[config.mk]
export PLATFORM = sky130hd
export DESIGN_NAME = llc_output_if_flat
export DESIGN_NICKNAME = d
export VERILOG_FILES = /design/src/rtl/llc_output_if_pkg.sv /design/src/rtl/llc_output_if_if.sv /design/src/rtl/llc_output_if_out_buf.sv /design/src/rtl/llc_output_if.sv /design/src/flat_wrapper.sv
export SDC_FILE = /design/constraint.sdc
export NUM_CORES = 1
export LEC_CHECK = 0
export ABC_CLOCK_PERIOD_IN_PS = 1500
export BUFFER_PORTS_ARGS = -buffer_cell sky130_fd_sc_hd__buf_2
export CELL_PAD_IN_SITES_DETAIL_PLACEMENT = 2
export CELL_PAD_IN_SITES_GLOBAL_PLACEMENT = 2
export CORE_AREA = 10 10 416 418
export CTS_BUF_LIST = sky130_fd_sc_hd__clkbuf_16
export CTS_CLUSTER_SIZE = 28
export DETAILED_ROUTE_END_ITERATION = 6
export DIE_AREA = 0 0 426 428
export PLACE_DENSITY = 0.77
export SLEW_MARGIN = 10
export SYNTH_ARGS = -nofsm -noshare
export SYNTH_HDL_FRONTEND = slang
export SYNTH_SLANG_ARGS = --single-unit
[constraint.sdc]
create_clock -name clk -period 1.5 [get_ports clk]
set_input_delay 0.15 -clock clk [delete_from_list [all_inputs] [get_ports clk]]
set_output_delay 0.15 -clock clk [all_outputs]
set_load 0.05 [all_outputs]
[src/rtl/llc_output_if_pkg.sv]
// Shared cache payload types and field widths for the LLC output side.
package llc_output_if_pkg;

   localparam int ADDR_BITS    = 32;
   localparam int LINE_BITS    = 128;
   localparam int REQ_ID_BITS  = 4;
   localparam int DEST_ID_BITS = 2;
   localparam int MSG_BITS     = 2;
   localparam int HSIZE_BITS   = 3;
   localparam int HPROT_BITS   = 2;

   typedef struct packed {
      logic [MSG_BITS-1:0]     coh_msg;
      logic [ADDR_BITS-1:0]    addr;
      logic [LINE_BITS-1:0]    line;
      logic [REQ_ID_BITS-1:0]  req_id;
      logic [DEST_ID_BITS-1:0] dest_id;
   } llc_rsp_out_t;

   typedef struct packed {
      logic [MSG_BITS-1:0]     coh_msg;
      logic [ADDR_BITS-1:0]    addr;
      logic [REQ_ID_BITS-1:0]  req_id;
      logic [DEST_ID_BITS-1:0] dest_id;
   } llc_fwd_out_t;

   typedef struct packed {
      logic                  hwrite;
      logic [HSIZE_BITS-1:0] hsize;
      logic [HPROT_BITS-1:0] hprot;
      logic [ADDR_BITS-1:0]  addr;
      logic [LINE_BITS-1:0]  line;
   } llc_mem_req_t;

endpackage

[src/rtl/llc_output_if_if.sv]
// Core-side and external-side handshakes of the four LLC output channels.
interface llc_output_if_if;
   import llc_output_if_pkg::*;

   logic         llc_rsp_out_valid_int, llc_rsp_out_ready_int;
   llc_rsp_out_t llc_rsp_out_o;
   logic         llc_rsp_out_valid, llc_rsp_out_ready;
   llc_rsp_out_t llc_rsp_out;

   logic         llc_dma_rsp_out_valid_int, llc_dma_rsp_out_ready_int;
   llc_rsp_out_t llc_dma_rsp_out_o;
   logic         llc_dma_rsp_out_valid, llc_dma_rsp_out_ready;
   llc_rsp_out_t llc_dma_rsp_out;

   logic         llc_fwd_out_valid_int, llc_fwd_out_ready_int;
   llc_fwd_out_t llc_fwd_out_o;
   logic         llc_fwd_out_valid, llc_fwd_out_ready;
   llc_fwd_out_t llc_fwd_out;

   logic         llc_mem_req_valid_int, llc_mem_req_ready_int;
   llc_mem_req_t llc_mem_req_o;
   logic         llc_mem_req_valid, llc_mem_req_ready;
   llc_mem_req_t llc_mem_req;

   modport slave (
      input  llc_rsp_out_valid_int, llc_rsp_out_o, llc_rsp_out_ready,
      output llc_rsp_out_ready_int, llc_rsp_out_valid, llc_rsp_out,
      input  llc_dma_rsp_out_valid_int, llc_dma_rsp_out_o, llc_dma_rsp_out_ready,
      output llc_dma_rsp_out_ready_int, llc_dma_rsp_out_valid, llc_dma_rsp_out,
      input  llc_fwd_out_valid_int, llc_fwd_out_o, llc_fwd_out_ready,
      output llc_fwd_out_ready_int, llc_fwd_out_valid, llc_fwd_out,
      input  llc_mem_req_valid_int, llc_mem_req_o, llc_mem_req_ready,
      output llc_mem_req_ready_int, llc_mem_req_valid, llc_mem_req
   );

   modport master (
      output llc_rsp_out_valid_int, llc_rsp_out_o, llc_rsp_out_ready,
      input  llc_rsp_out_ready_int, llc_rsp_out_valid, llc_rsp_out,
      output llc_dma_rsp_out_valid_int, llc_dma_rsp_out_o, llc_dma_rsp_out_ready,
      input  llc_dma_rsp_out_ready_int, llc_dma_rsp_out_valid, llc_dma_rsp_out,
      output llc_fwd_out_valid_int, llc_fwd_out_o, llc_fwd_out_ready,
      input  llc_fwd_out_ready_int, llc_fwd_out_valid, llc_fwd_out,
      output llc_mem_req_valid_int, llc_mem_req_o, llc_mem_req_ready,
      input  llc_mem_req_ready_int, llc_mem_req_valid, llc_mem_req
   );

endinterface

[src/rtl/llc_output_if_out_buf.sv]
// llc_out_buf: 2-entry registered FIFO; both handshake sides decode from registers only.
module llc_out_buf #(
   parameter int DATA_WIDTH = 8
) (
   input  logic                  clk,
   input  logic                  rst,
   input  logic                  i_valid_int,
   output logic                  o_ready_int,
   input  logic [DATA_WIDTH-1:0] i_data,
   output logic                  o_valid,
   input  logic                  i_ready,
   output logic [DATA_WIDTH-1:0] o_data
);

   logic [1:0][DATA_WIDTH-1:0] r_mem;
   logic                       r_wr, r_rd;
   logic [1:0]                 r_cnt;
   logic                       w_push, w_pop;

   assign o_ready_int = (r_cnt != 2'd2);
   assign o_valid     = (r_cnt != 2'd0);
   assign o_data      = r_mem[r_rd];
   assign w_push      = i_valid_int && o_ready_int;
   assign w_pop       = o_valid && i_ready;

   always_ff @(posedge clk or negedge rst) begin
      if (!rst) begin
         r_mem <= '0;
         r_wr  <= 1'b0;
         r_rd  <= 1'b0;
         r_cnt <= 2'd0;
      end else begin
         if (w_push) begin
            r_mem[r_wr] <= i_data;
            r_wr        <= ~r_wr;
         end
         if (w_pop)
            r_rd <= ~r_rd;
         // Simultaneous push+pop leaves occupancy unchanged.
         case ({w_push, w_pop})
            2'b10:   r_cnt <= r_cnt + 2'd1;
            2'b01:   r_cnt <= r_cnt - 2'd1;
            default: r_cnt <= r_cnt;
         endcase
      end
   end

endmodule

[src/rtl/llc_output_if.sv]
// LLC output stage: one independent 2-entry buffer per outgoing channel.
module llc_output_if
   import llc_output_if_pkg::*;
(
   input  logic             clk,
   input  logic             rst,
   llc_output_if_if.slave   bus
);

   localparam int RSP_W = $bits(llc_rsp_out_t);
   localparam int FWD_W = $bits(llc_fwd_out_t);
   localparam int MEM_W = $bits(llc_mem_req_t);

   logic [RSP_W-1:0] w_rsp_in,  w_rsp_out;
   logic [RSP_W-1:0] w_dma_in,  w_dma_out;
   logic [FWD_W-1:0] w_fwd_in,  w_fwd_out;
   logic [MEM_W-1:0] w_mem_in,  w_mem_out;

   // Payloads cross the buffers as flat vectors; structs live only at this boundary.
   assign w_rsp_in = bus.llc_rsp_out_o;
   assign w_dma_in = bus.llc_dma_rsp_out_o;
   assign w_fwd_in = bus.llc_fwd_out_o;
   assign w_mem_in = bus.llc_mem_req_o;

   assign bus.llc_rsp_out     = llc_rsp_out_t'(w_rsp_out);
   assign bus.llc_dma_rsp_out = llc_rsp_out_t'(w_dma_out);
   assign bus.llc_fwd_out     = llc_fwd_out_t'(w_fwd_out);
   assign bus.llc_mem_req     = llc_mem_req_t'(w_mem_out);

   llc_out_buf #(.DATA_WIDTH(RSP_W)) u_rsp_buf (
      .clk         (clk),
      .rst         (rst),
      .i_valid_int (bus.llc_rsp_out_valid_int),
      .o_ready_int (bus.llc_rsp_out_ready_int),
      .i_data      (w_rsp_in),
      .o_valid     (bus.llc_rsp_out_valid),
      .i_ready     (bus.llc_rsp_out_ready),
      .o_data      (w_rsp_out)
   );

   llc_out_buf #(.DATA_WIDTH(RSP_W)) u_dma_buf (
      .clk         (clk),
      .rst         (rst),
      .i_valid_int (bus.llc_dma_rsp_out_valid_int),
      .o_ready_int (bus.llc_dma_rsp_out_ready_int),
      .i_data      (w_dma_in),
      .o_valid     (bus.llc_dma_rsp_out_valid),
      .i_ready     (bus.llc_dma_rsp_out_ready),
      .o_data      (w_dma_out)
   );

   llc_out_buf #(.DATA_WIDTH(FWD_W)) u_fwd_buf (
      .clk         (clk),
      .rst         (rst),
      .i_valid_int (bus.llc_fwd_out_valid_int),
      .o_ready_int (bus.llc_fwd_out_ready_int),
      .i_data      (w_fwd_in),
      .o_valid     (bus.llc_fwd_out_valid),
      .i_ready     (bus.llc_fwd_out_ready),
      .o_data      (w_fwd_out)
   );

   llc_out_buf #(.DATA_WIDTH(MEM_W)) u_mem_buf (
      .clk         (clk),
      .rst         (rst),
      .i_valid_int (bus.llc_mem_req_valid_int),
      .o_ready_int (bus.llc_mem_req_ready_int),
      .i_data      (w_mem_in),
      .o_valid     (bus.llc_mem_req_valid),
      .i_ready     (bus.llc_mem_req_ready),
      .o_data      (w_mem_out)
   );

endmodule

[src/flat_wrapper.sv]
// flat-port wrapper written by rule: the top's interface ports become plain ports
module llc_output_if_flat import llc_output_if_pkg::*;
  (clk, rst, bus_llc_rsp_out_valid_int, bus_llc_rsp_out_o, bus_llc_rsp_out_ready, bus_llc_rsp_out_ready_int, bus_llc_rsp_out_valid, bus_llc_rsp_out, bus_llc_dma_rsp_out_valid_int, bus_llc_dma_rsp_out_o, bus_llc_dma_rsp_out_ready, bus_llc_dma_rsp_out_ready_int, bus_llc_dma_rsp_out_valid, bus_llc_dma_rsp_out, bus_llc_fwd_out_valid_int, bus_llc_fwd_out_o, bus_llc_fwd_out_ready, bus_llc_fwd_out_ready_int, bus_llc_fwd_out_valid, bus_llc_fwd_out, bus_llc_mem_req_valid_int, bus_llc_mem_req_o, bus_llc_mem_req_ready, bus_llc_mem_req_ready_int, bus_llc_mem_req_valid, bus_llc_mem_req);
  llc_output_if_if bus_i ();
  input  logic clk;
  input  logic rst;
  input wire logic [$bits(bus_i.llc_rsp_out_valid_int)-1:0] bus_llc_rsp_out_valid_int;
  input wire logic [$bits(bus_i.llc_rsp_out_o)-1:0] bus_llc_rsp_out_o;
  input wire logic [$bits(bus_i.llc_rsp_out_ready)-1:0] bus_llc_rsp_out_ready;
  output wire logic [$bits(bus_i.llc_rsp_out_ready_int)-1:0] bus_llc_rsp_out_ready_int;
  output wire logic [$bits(bus_i.llc_rsp_out_valid)-1:0] bus_llc_rsp_out_valid;
  output wire logic [$bits(bus_i.llc_rsp_out)-1:0] bus_llc_rsp_out;
  input wire logic [$bits(bus_i.llc_dma_rsp_out_valid_int)-1:0] bus_llc_dma_rsp_out_valid_int;
  input wire logic [$bits(bus_i.llc_dma_rsp_out_o)-1:0] bus_llc_dma_rsp_out_o;
  input wire logic [$bits(bus_i.llc_dma_rsp_out_ready)-1:0] bus_llc_dma_rsp_out_ready;
  output wire logic [$bits(bus_i.llc_dma_rsp_out_ready_int)-1:0] bus_llc_dma_rsp_out_ready_int;
  output wire logic [$bits(bus_i.llc_dma_rsp_out_valid)-1:0] bus_llc_dma_rsp_out_valid;
  output wire logic [$bits(bus_i.llc_dma_rsp_out)-1:0] bus_llc_dma_rsp_out;
  input wire logic [$bits(bus_i.llc_fwd_out_valid_int)-1:0] bus_llc_fwd_out_valid_int;
  input wire logic [$bits(bus_i.llc_fwd_out_o)-1:0] bus_llc_fwd_out_o;
  input wire logic [$bits(bus_i.llc_fwd_out_ready)-1:0] bus_llc_fwd_out_ready;
  output wire logic [$bits(bus_i.llc_fwd_out_ready_int)-1:0] bus_llc_fwd_out_ready_int;
  output wire logic [$bits(bus_i.llc_fwd_out_valid)-1:0] bus_llc_fwd_out_valid;
  output wire logic [$bits(bus_i.llc_fwd_out)-1:0] bus_llc_fwd_out;
  input wire logic [$bits(bus_i.llc_mem_req_valid_int)-1:0] bus_llc_mem_req_valid_int;
  input wire logic [$bits(bus_i.llc_mem_req_o)-1:0] bus_llc_mem_req_o;
  input wire logic [$bits(bus_i.llc_mem_req_ready)-1:0] bus_llc_mem_req_ready;
  output wire logic [$bits(bus_i.llc_mem_req_ready_int)-1:0] bus_llc_mem_req_ready_int;
  output wire logic [$bits(bus_i.llc_mem_req_valid)-1:0] bus_llc_mem_req_valid;
  output wire logic [$bits(bus_i.llc_mem_req)-1:0] bus_llc_mem_req;
  assign bus_i.llc_rsp_out_valid_int = bus_llc_rsp_out_valid_int;
  assign bus_i.llc_rsp_out_o = bus_llc_rsp_out_o;
  assign bus_i.llc_rsp_out_ready = bus_llc_rsp_out_ready;
  assign bus_llc_rsp_out_ready_int = bus_i.llc_rsp_out_ready_int;
  assign bus_llc_rsp_out_valid = bus_i.llc_rsp_out_valid;
  assign bus_llc_rsp_out = bus_i.llc_rsp_out;
  assign bus_i.llc_dma_rsp_out_valid_int = bus_llc_dma_rsp_out_valid_int;
  assign bus_i.llc_dma_rsp_out_o = bus_llc_dma_rsp_out_o;
  assign bus_i.llc_dma_rsp_out_ready = bus_llc_dma_rsp_out_ready;
  assign bus_llc_dma_rsp_out_ready_int = bus_i.llc_dma_rsp_out_ready_int;
  assign bus_llc_dma_rsp_out_valid = bus_i.llc_dma_rsp_out_valid;
  assign bus_llc_dma_rsp_out = bus_i.llc_dma_rsp_out;
  assign bus_i.llc_fwd_out_valid_int = bus_llc_fwd_out_valid_int;
  assign bus_i.llc_fwd_out_o = bus_llc_fwd_out_o;
  assign bus_i.llc_fwd_out_ready = bus_llc_fwd_out_ready;
  assign bus_llc_fwd_out_ready_int = bus_i.llc_fwd_out_ready_int;
  assign bus_llc_fwd_out_valid = bus_i.llc_fwd_out_valid;
  assign bus_llc_fwd_out = bus_i.llc_fwd_out;
  assign bus_i.llc_mem_req_valid_int = bus_llc_mem_req_valid_int;
  assign bus_i.llc_mem_req_o = bus_llc_mem_req_o;
  assign bus_i.llc_mem_req_ready = bus_llc_mem_req_ready;
  assign bus_llc_mem_req_ready_int = bus_i.llc_mem_req_ready_int;
  assign bus_llc_mem_req_valid = bus_i.llc_mem_req_valid;
  assign bus_llc_mem_req = bus_i.llc_mem_req;
  llc_output_if u_core (.clk(clk), .rst(rst), .bus(bus_i));
endmodule
## Word-level counts from Yosys, hierarchy flattened

Cells that the tools add are included.

- Add/sub/neg operators: 8
- Magnitude comparators: 12
- Equality and inequality tests: 12
- Muxes and demuxes: 24
- Bitwise gates (word level): 8
- Reductions and logical operators: 20

Operator list:

| cell | count |
|---|---|
| 168-bit 2-to-1 mux | 6 |
| 336-bit bitwise mux | 2 |
| 166-bit 2-to-1 mux | 3 |
| 168-bit demux with 1-bit select | 2 |
| 332-bit bitwise mux | 1 |
| 166-bit demux with 1-bit select | 1 |
| 40-bit 2-to-1 mux | 3 |
| 80-bit bitwise mux | 1 |
| 40-bit demux with 1-bit select | 1 |
| 1-bit by 2-bit less-than comparator with 1-bit output, second input constant | 8 |
| 2-bit case mux with 2 select lines | 4 |
| 2-bit nonzero test | 8 |
| 1-bit logical AND | 12 |
| 2-bit by 1-bit adder with 2-bit output, second input constant | 4 |
| 2-bit by 1-bit == test with 1-bit output, second input constant | 4 |
| 2-bit == test, second input constant | 4 |
| 2-bit inequality test, second input constant | 4 |
| 1-bit inverter | 8 |
| 2-bit by 1-bit subtractor with 2-bit output, second input constant | 4 |
| 1-bit >= comparator, second input constant | 4 |

- Flip-flop bits (word level): 1100
- Input bits: 552
- Logic and storage cells: 104

## Longest topological paths before layout

Gate-level depths: netlist of run 1.

- Depth after elaboration: 5
- Gate-level depth with buffers: 6
- Depth with buffers taken out: 6

## Modules after synthesis

Synthesis of run 1 repeated with hierarchy kept, for this count alone.

- Cells, all modules: 2964
- Area total of the unflattened synthesis: 51201.6 sq um

By module, submodules not included:

| module | times used | cells an instance | area an instance (sq um) | seq. area each (sq um) |
|---|---|---|---|---|
| llc_out_buf at u_core.u_mem_buf | 1 | 904 | 15746.4 | 8408.1 |
| llc_out_buf at u_core.u_rsp_buf | 1 | 914 | 15736.3 | 8508.2 |
| llc_out_buf at u_core.u_dma_buf | 1 | 914 | 15653.8 | 8508.2 |
| llc_out_buf at u_core.u_fwd_buf | 1 | 232 | 4065.1 | 2102.0 |

## Worst setup path after synthesis of run 1

No wires, ideal clock.

- Kind: register to register
- Start: reg u_core.u_fwd_buf.r_cnt[0]
- End: reg u_core.u_fwd_buf.r_mem[0] (netlist name)
- Data arrival time: 1.743 ns
- Path slack: -0.368 ns
- Stages on the path, launching flop included: 6
- Path buffers: 2
- Period minus slack after synthesis: 1.868 ns
- Path through: dfrtp_1 nand2b_1 and3b_1 clkbuf_1 buf_4 mux2_2

- Longest elaborated chain between the ends: 2

RTL lines:

| what | line | RTL |
|---|---|---|
| start, declared | llc_output_if_out_buf.sv:17 | `logic [1:0] r_cnt;` |
| start signal, assigned | llc_output_if_out_buf.sv:41 | `2'b10: r_cnt <= r_cnt + 2'd1;` |
| start signal, assigned | llc_output_if_out_buf.sv:42 | `2'b01: r_cnt <= r_cnt - 2'd1;` |
| start signal, assigned | llc_output_if_out_buf.sv:43 | `default: r_cnt <= r_cnt;` |
| 2-bit inequality test | llc_output_if_out_buf.sv:20 | `assign o_ready_int = (r_cnt != 2'd2);` |
| named net bus_llc_fwd_out_ready_int | flat_wrapper.sv:22 | `output wire logic [$bits(bus_i.llc_fwd_out_ready_int)-1:0] bus_llc_fwd_out_ready_int;` |
| 1-bit logical AND | llc_output_if_out_buf.sv:23 | `assign w_push = i_valid_int && o_ready_int;` |
| end signal, assigned by index | llc_output_if_out_buf.sv:34 | `r_mem[r_wr] <= i_data;` |
| end, declared | llc_output_if_out_buf.sv:15 | `logic [1:0][DATA_WIDTH-1:0] r_mem;` |

The timed path passes the listed nets, and every way through them passes these cells.
A chain may end at the register's enable or synchronous reset.

## Worst setup path after layout of run 1

- Start: reg u_core.u_dma_buf.r_rd
- End: out bus_llc_dma_rsp_out[8]

- Longest elaborated chain between the ends: 2

RTL lines:

| what | line | RTL |
|---|---|---|
| start, declared | llc_output_if_out_buf.sv:16 | `logic r_wr, r_rd;` |
| start signal, assigned | llc_output_if_out_buf.sv:38 | `r_rd <= ~r_rd;` |
| 168-bit 2-to-1 mux (implied by the code) (2 in a row) | llc_output_if_out_buf.sv:22 | `assign o_data = r_mem[r_rd];` |
| end, declared | flat_wrapper.sv:18 | `output wire logic [$bits(bus_i.llc_dma_rsp_out)-1:0] bus_llc_dma_rsp_out;` |

No other way between the ends. The select of a mux whose other input is x is not followed.

==> flow_results.org, run 1 <==
** Timing
- Unrepaired setup endpoints after global routing :: yes
- Highest clock rate :: 391.0 MHz
- Of the available clock period, the critical path in the final layout requires 170.5%.
- Tightest slew margin relative to the limit :: 64.01%
- Minimum period implied by the final worst setup slack :: 2.558 ns
- Transition time at the pin with the least slew margin :: 0.5399 ns
- Setup-violating endpoint count in the final report :: 1601
- Minimum setup slack in the final design :: -1.058 ns
- Total count of max-transition violations in the final report :: 0
- Count of final hold-check violations :: 0
- Between clock sinks in the finished design, the worst skew comes to 0.04711 ns.

** Yosys
- Proportion of synthesized chip area in sequential cells :: 54.18%
- Synth top area share :: 54.18%
- Summed over all instances, the cell type with the most area after synthesis is dfrtp_1.
- Synthesis-stage register bit count :: 1100
- Complex-gate fraction of the synthesized area :: 0%
- Synth Area in XOR/XNOR :: 0.3448%
- The synthesized netlist contains 21 unique library cells.
- The mapped netlist covers 50810 um^2.
- Most area-consuming cells after synthesis :: dfrtp_1 (54%), mux2_4 (22%), mux2_2 (19%)
- Post-synthesis mux area share :: 41.58%
- Count of warnings emitted by yosys :: 0
- Counting every instance in the synthesized netlist gives 2964.
- Synthesis produced a netlist with a net count of 3520.
- Averaged over all synthesized cells, the footprint is 17.14 um^2.
- The synthesized netlist devotes 0.3694% of its cell area to simple gates.
- Adder-cell share of the synthesized area :: 0.09851%
- By area, the combinational part of the netlist is dominated by multiplexers.

** Routing
- Total via count in the routed design :: 38257
- In this run, the number of DRC markers left after iteration 0 of detailed routing was 2734.
- In the final routed layout, each cell accounts on average for 40.56 um.
- The pre-antenna-repair detailed-routing pass consisted of 5 iterations.
- Wirelength, routed :: 293.2 mm
- ANT nets after route :: 0
- In the routed design, unresolved DRC markers number 0.
- Detailed-route vias per instance :: 5.292

** Critical path
- For the worst setup path, the data required time is 1.35 ns.
- Critical path startpoint category :: flip-flop
- Class of the most critical setup path :: flip-flop to output pin
- Highest net fanout along the worst path :: 13
- Worst setup EP type :: output pin
- Setup slack on the worst reg-to-reg path comes out at -0.34 ns.
- WP data arrival :: 2.41 ns

** Floorplan
- Starting Density :: 30.90%
- In this run the core area contains 149 standard-cell rows.
- The core region is 164400 um^2.
- The die is 426 um wide.
- For this design the top-level I/O count stands at 1102.
- The die is 428 um tall.
- Area of the die :: 182300 um^2

** Global routing
- Entering global routing, the biggest net connects 77 pins.
- Global routing consumed, over all layers together, 27.87% of the routing resources.
- The via count of the first global-routing pass is 43961.
- Initial antenna violation count :: 109
- Final global-route overflow total :: 0
- The first global-routing pass estimated 366.9 mm of wire.

** Clock tree
- After clock tree synthesis, the clock-pin slew on the worst setup and hold paths is 0.07 ns.
- Number of levels the H-tree was split into :: 4
- Clock root cell :: clkbuf_16
- For this design, the sink count on the clock tree is 1100.
- The clock passes through at most 3 buffers.
- Insertion delay to the later sink of the worst-skew pair :: 0.86 ns
- TritonCTS clock tree :: done
- Buffers inserted during clock tree synthesis total 132.

** Place
- Detailed placer's ending HPWL :: 148.7 mm
- Routability-driven placement finished with a final weighted congestion of 0.8635.
- Once placement completed, the tool counted placed cells totaling 6309.
- Number of port buffers :: 1101
- Post-Place Cell Area :: 61360 um^2

** Job
- The tool flagged a number of max-cap violations equal to 0.

** Cells and area
- Fraction of layout cells with a size suffix above 1 :: 65.00%
- Relative to the synthesized area, the layout overhead comes to 44.13%.
- After routing the design area is 73230 um^2.
- Final cell count without fillers :: 7229
- For this run, the post-layout net count is 5395.

** Outcome
- The final reports fail on negative setup slack.
- Run status :: finished, violations left

** Min path
- Kind of path behind the tightest hold check :: primary input to asynchronous set/reset pin
metrics by stage:
| step | setup TNS (ns) | hold WS (ns) | utilization [%] | setup slack [ns] |
|---|---|---|---|---|
| 6_report | -700.80 | 0.04618 | 44.53 | -1.058 |
| 3_3_place_gp | -101.69 | 0.02652 | 37.32 | -0.1536 |
| 5_1_grt | -765.56 | 0.03926 | 44.50 | -1.221 |
| 4_1_cts | -633.54 | 0.02319 | 43.76 | -1.018 |
| 2_1_floorplan | -175.52 | -0.1456 | - | -0.1770 |
| 3_5_place_dp | -138.72 | 0.02879 | 37.32 | -0.1891 |
registers in the layout, indices dropped and copies added, names as in the netlist:
register	count
u_core.u_dma_buf.r_cnt	2
u_core.u_dma_buf.r_mem	336
u_core.u_dma_buf.r_rd	1
u_core.u_dma_buf.r_wr	1
u_core.u_fwd_buf.r_cnt	2
u_core.u_fwd_buf.r_mem	80
u_core.u_fwd_buf.r_rd	1
u_core.u_fwd_buf.r_wr	1
u_core.u_mem_buf.r_cnt	2
u_core.u_mem_buf.r_mem	332
u_core.u_mem_buf.r_rd	1
u_core.u_mem_buf.r_wr	1
u_core.u_rsp_buf.r_cnt	2
u_core.u_rsp_buf.r_mem	336
u_core.u_rsp_buf.r_rd	1
u_core.u_rsp_buf.r_wr	1
worst max-delay path, cell delays in order, from the launching register on:
cell	delay [ns]
dfrtp_4	0.49
buf_12	0.22
clkbuf_16	0.26
mux2_2	0.37
buf_2	0.22
cell families after synthesis:
| kind of cell | count (synthesis) |
|---|---|
| buffers and inverters | 186 |
| flip-flops | 1100 |
| XOR/XNOR | 20 |
| AND/OR/NAND/NOR | 28 |
| multiplexers | 1626 |
| adder cells (fa/ha/maj) | 4 |
cells in the mapped netlist:
cell,instances
buf_2,58
mux2_1,8
buf_4,9
buf_6,29
dfrtp_1,1100
ha_1,4
nand2b_1,1
mux2_2,868
clkbuf_1,21
nand2b_4,3
xnor2_1,12
nand2_1,4
or2_2,4
and2_1,4
and3b_1,4
buf_8,64
nor2_1,4
and3_1,4
xor2_1,8
mux2_4,750
buf_1,5
cells in the final DEF, fill, tap and decap left out, drive strengths merged, types with 8 or more instances in the layout:
| cell type | n |
|---|---|
| inv | 39 |
| diode | 106 |
| dfrtp | 1100 |
| bufinv | 9 |
| xor2 | 8 |
| clkinv | 37 |
| dlygate4sd3 | 552 |
| mux2 | 1626 |
| clkinvlp | 9 |
| buf | 1357 |
| clkbuf | 153 |
| xnor2 | 12 |
cell type report:
| cell class | count | area [um^2] |
|---|---|---|
| Clock inverter | 94 | 747.0 |
| Timing Repair Buffer | 1927 | 16470 |
| Clock buffer | 135 | 3378 |
| Multi-Input combinational cell | 1678 | 22090 |
| Sequential cell | 1100 | 27540 |
| Tap cell | 2189 | 2739 |
| Antenna cell | 106 | 265.3 |
| Fill cell | 15481 | 91200 |
final timing paths:
| check | from | endpoint | depth (start not counted) |
|---|---|---|---|
| max in group asynchronous | rst | u_core.u_dma_buf.r_mem[186] | 3 |
| min in group clk | bus_llc_mem_req_o[66] | u_core.u_mem_buf.r_mem[66] | 3 |
| worst max register to register | u_core.u_mem_buf.r_cnt[0] | u_core.u_mem_buf.r_mem[94] | 5 |
| worst min register to register | u_core.u_mem_buf.r_mem[66] | u_core.u_mem_buf.r_mem[66] | 1 |
| worst min-delay path | rst | u_core.u_mem_buf.r_mem[159] | 3 |
| worst max-delay path | u_core.u_dma_buf.r_rd | bus_llc_dma_rsp_out[8] | 4 |
metal layers:
metal / part of all wire, % / wire length [um] / vias up / global-route usage, %
met2: 51 / 150600 / 2372 / 50.56
met1: 32 / 94970 / 20173 / 27.51
li1: - / - / 14474 / -
met5: 0.044 / 128 / - / 0
met4: 9.6 / 28300 / 20 / 19.85
met3: 6.6 / 19270 / 1218 / 6.725
what timing repair did:
action | CTS | global route
setup buffers | 7 | 12
hold buffers | 552 | 0
endpoints found under the setup margin | 1543 | 1613
gates cloned | 5 | 11
gates resized for setup | 212 | 268
endpoints found under the hold margin | 2200 | 0
Power of run 1 is not shown: default switching activity piles up to over one toggle a cycle in this logic, so the estimate is an artifact.
==> run 2, diff against run 1 <==
- SETUP_SLACK_MARGIN: unset -> 0.15
==> run 2 against run 1 <==
The flow finishes with violations (design-rule violations, negative setup slack). Critical path depth grew 1. Cell count is 0.14% lower. Register-to-register slack better by 0.07 ns. Flip-flop and latch count did not move. Clock skew down 0.0032 ns. Non-clock buffer count grew 21. Die area is the same. Global-route usage increased by 0.29 points. Via count down 1.0%. Largest cell class unchanged.
==> flow_results.org, run 2 (synthesized netlist as in run 1, its figures left out) <==
** Global routing
- The total overflow left after global routing is 0.
- Total Routing Usage GR :: 28.16%
- The via count of the first global-routing pass came to 44100.
- First-pass GRT wire length :: 370.8 mm
- The number of antenna violations at the first check in global routing is 69.
- Pin count of the biggest net entering global routing :: 70

** Critical path
- The critical path goes through buf_12 -> buf_12 -> buf_16 -> mux2_2 -> buf_2.
- Delay contributed by the slowest stage of the critical path :: 0.52 ns
- Dominant delay contributor by cell family on the critical path :: buffers and inverters
- Library cell appearing most often on the critical path :: buf_12
- Highest net fanout along the worst path :: 9
- Worst setup EP type :: output pin
- Number of buffers and inverters on the critical path :: 4
- R2R depth :: 5
- The startpoint identified for the worst register-to-register timing path is u_core.u_mem_buf.r_cnt[0].
- The largest individual stage delay along the critical path comes from the cell dfrtp_4.
- Critical path startpoint category :: flip-flop
- Data required time of the critical path :: 1.35 ns
- Data arrives at the worst endpoint at 2.41 ns.
- The critical path in this run is classified as flip-flop to output pin.
- The setup check on the worst reg-to-reg path leaves a slack of -0.27 ns.
- The worst register-to-register path ends at u_core.u_mem_buf.r_mem[113].

** Clock tree
- After clock tree synthesis, the clock-pin slew on the worst setup and hold paths is 0.08 ns.
- In this run the number of H-tree levels came out at 4.
- Clock buffer depth :: 3
- CTS sink cnt :: 1100
- TritonCTS clock tree :: done
- Buffers inserted during clock tree synthesis total 131.
- Clock latency on the worst-skew pair, taken at its later pin, is 0.83 ns.
- Clock root cell :: clkbuf_16

** Cells and area
- After the last flow step, the layout net total stands at 5415.
- The library cells used most frequently in the layout, excluding fill and tap cells, are dfrtp_1 (1096), mux2_4 (922), buf_2 (770), mux2_2 (702), dlygate4sd3_1 (552).
- The area growth from synthesis to layout is 46.37%.
- Fin util :: 45.23%
- After filler insertion, the fill cell instance count of the layout stands at 15437.
- Registers with the most flip-flops :: u_core.u_dma_buf.r_mem: 336 flops, u_core.u_rsp_buf.r_mem: 336 flops, u_core.u_mem_buf.r_mem: 332 flops
- Post-route design area :: 74370 um^2
- The library cell used most frequently in the layout, excluding fill and tap cells, is dfrtp_1.
- Fraction of layout cells with a size suffix above 1 :: 64.81%

** Timing
- Headroom to the max-slew limit came out at 68.06%.
- For the final database, setup skew stands at 0.04389 ns.
- Tcrit/Tclk final :: 170.6%
- Based on the critical path, the design can be clocked at up to 390.8 MHz.
- Minimum period implied by the final worst setup slack :: 2.559 ns
- Count of final hold-check violations :: 0
- Setup repair after global routing could not meet its margin everywhere.
- For the pin with the worst max-slew slack, the measured transition is 0.4791 ns.
- Minimum setup slack in the final design :: -1.059 ns
- Setup-violating endpoint count in the final report :: 1581
- Total count of max-transition violations in the final report :: 0

** Floorplan
- Starting Density :: 30.90%
- For this design the top-level I/O count stands at 1102.
- The floorplan has 149 rows.
- Die extent in x :: 426 um
- Area inside the core boundary :: 164400 um^2
- Area of the die :: 182300 um^2
- Height of the die :: 428 um

** Place
- Post-Place Cell Area :: 61110 um^2
- The HPWL after detailed placement is 148.4 mm.
- In this run the tool buffered the top-level ports with 1101 buffer cells.
- The congestion estimate from routability-driven global placement came to 0.8554.

** Routing
- ANT nets after route :: 0
- In the final routed layout, each cell accounts on average for 40.22 um.
- Total via count in the routed design :: 37867
- Number of design-rule violations left by the first detailed-router iteration :: 2727
- For this run, the detailed router's first-pass iteration total came to 7.
- In the routed design, unresolved DRC markers number 2.
- The routed design has 290.3 mm of wire.
- Detailed-route vias per instance :: 5.245

** Job
- Max-capacitance violation count :: 0

** Min path
- The min-delay analysis places its worst path in the category primary input to asynchronous set/reset pin.

** Outcome
- Run status :: finished, violations left
- Violations in the final reports :: design-rule violations, negative setup slack
run 2: cell count changes in the layout (fill, tap and decap cells not counted), sizes merged:
cell / before / now
diode: 106 / 77
bufinv: 9 / 7
clkinvlp: 9 / 0
buf: 1357 / 1384
inv: 39 / 45
clkinv: 37 / 40
clkbuf: 153 / 147
run 2: stage by stage:
stage | cells | TNS (ns) | hold WS [ns] | setup slack, ns
3_5_place_dp | 6322 | -122.27 | 0.01207 | -0.1891
6_report | 7219 | -631.96 | 0.02367 | -1.059
3_3_place_gp | 6322 | -90.91 | 0.01743 | -0.1516
2_1_floorplan | 2964 | -175.52 | -0.1456 | -0.1770
5_1_grt | 7203 | -712.55 | 0.00001443 | -1.097
4_1_cts | 7130 | -613.18 | 0.01241 | -0.9955
run 2: worst max path at each step:
stage	startpoint	end	slack [ns]	cells after the start
global placement	u_core.u_rsp_buf.r_cnt[1]	u_core.u_rsp_buf.r_mem[191]	-0.15	5
global route	u_core.u_mem_buf.r_rd	bus_llc_mem_req[149]	-1.10	5
floorplan	u_core.u_dma_buf.r_cnt[0]	u_core.u_dma_buf.r_mem[77]	-0.18	6
detailed placement	u_core.u_rsp_buf.r_cnt[1]	u_core.u_rsp_buf.r_mem[18]	-0.19	5
finish	u_core.u_mem_buf.r_rd	bus_llc_mem_req[149]	-1.06	5
CTS	u_core.u_rsp_buf.r_rd	bus_llc_rsp_out[152]	-1.0	4
run 2: what timing repair did:
item | 4_1_cts | 5_1_grt
hold endpoints to repair | 2200 | 0
endpoints found under the setup margin | 1641 | 1642
resized for setup | 503 | 391
buffers inserted | 12 | 2
cloned | 17 | 10
hold buffers | 552 | 0
run 2: metal layers:
| layer | routed length, um | GRT usage (%) | vias up |
|---|---|---|---|
| li1 | - | - | 14488 |
| met1 | 94590 | 27.50 | 20067 |
| met2 | 150900 | 51.71 | 2132 |
| met3 | 17090 | 6.913 | 1162 |
| met4 | 27640 | 19.31 | 18 |
| met5 | 106 | 0 | - |
run 2: tightest hold or removal path, cell delays in order:
cell and delay (ns):
dlygate4sd3_1 0.56, buf_8 0.21, buf_12 0.25
run 2: area by class of cell:
type                       instances  area, um^2  area share [%]
sequential                      1100       27540           37.03
clock inverter                    92       650.6          0.8749
clock buffer                     135        3378           4.543
tap                             2189        2739           3.683
timing repair buffer            1948       17590           23.65
multi-input combinational       1678       22280           29.96
antenna                           77       192.7          0.2591
Power of run 2 is left out for the same reason.
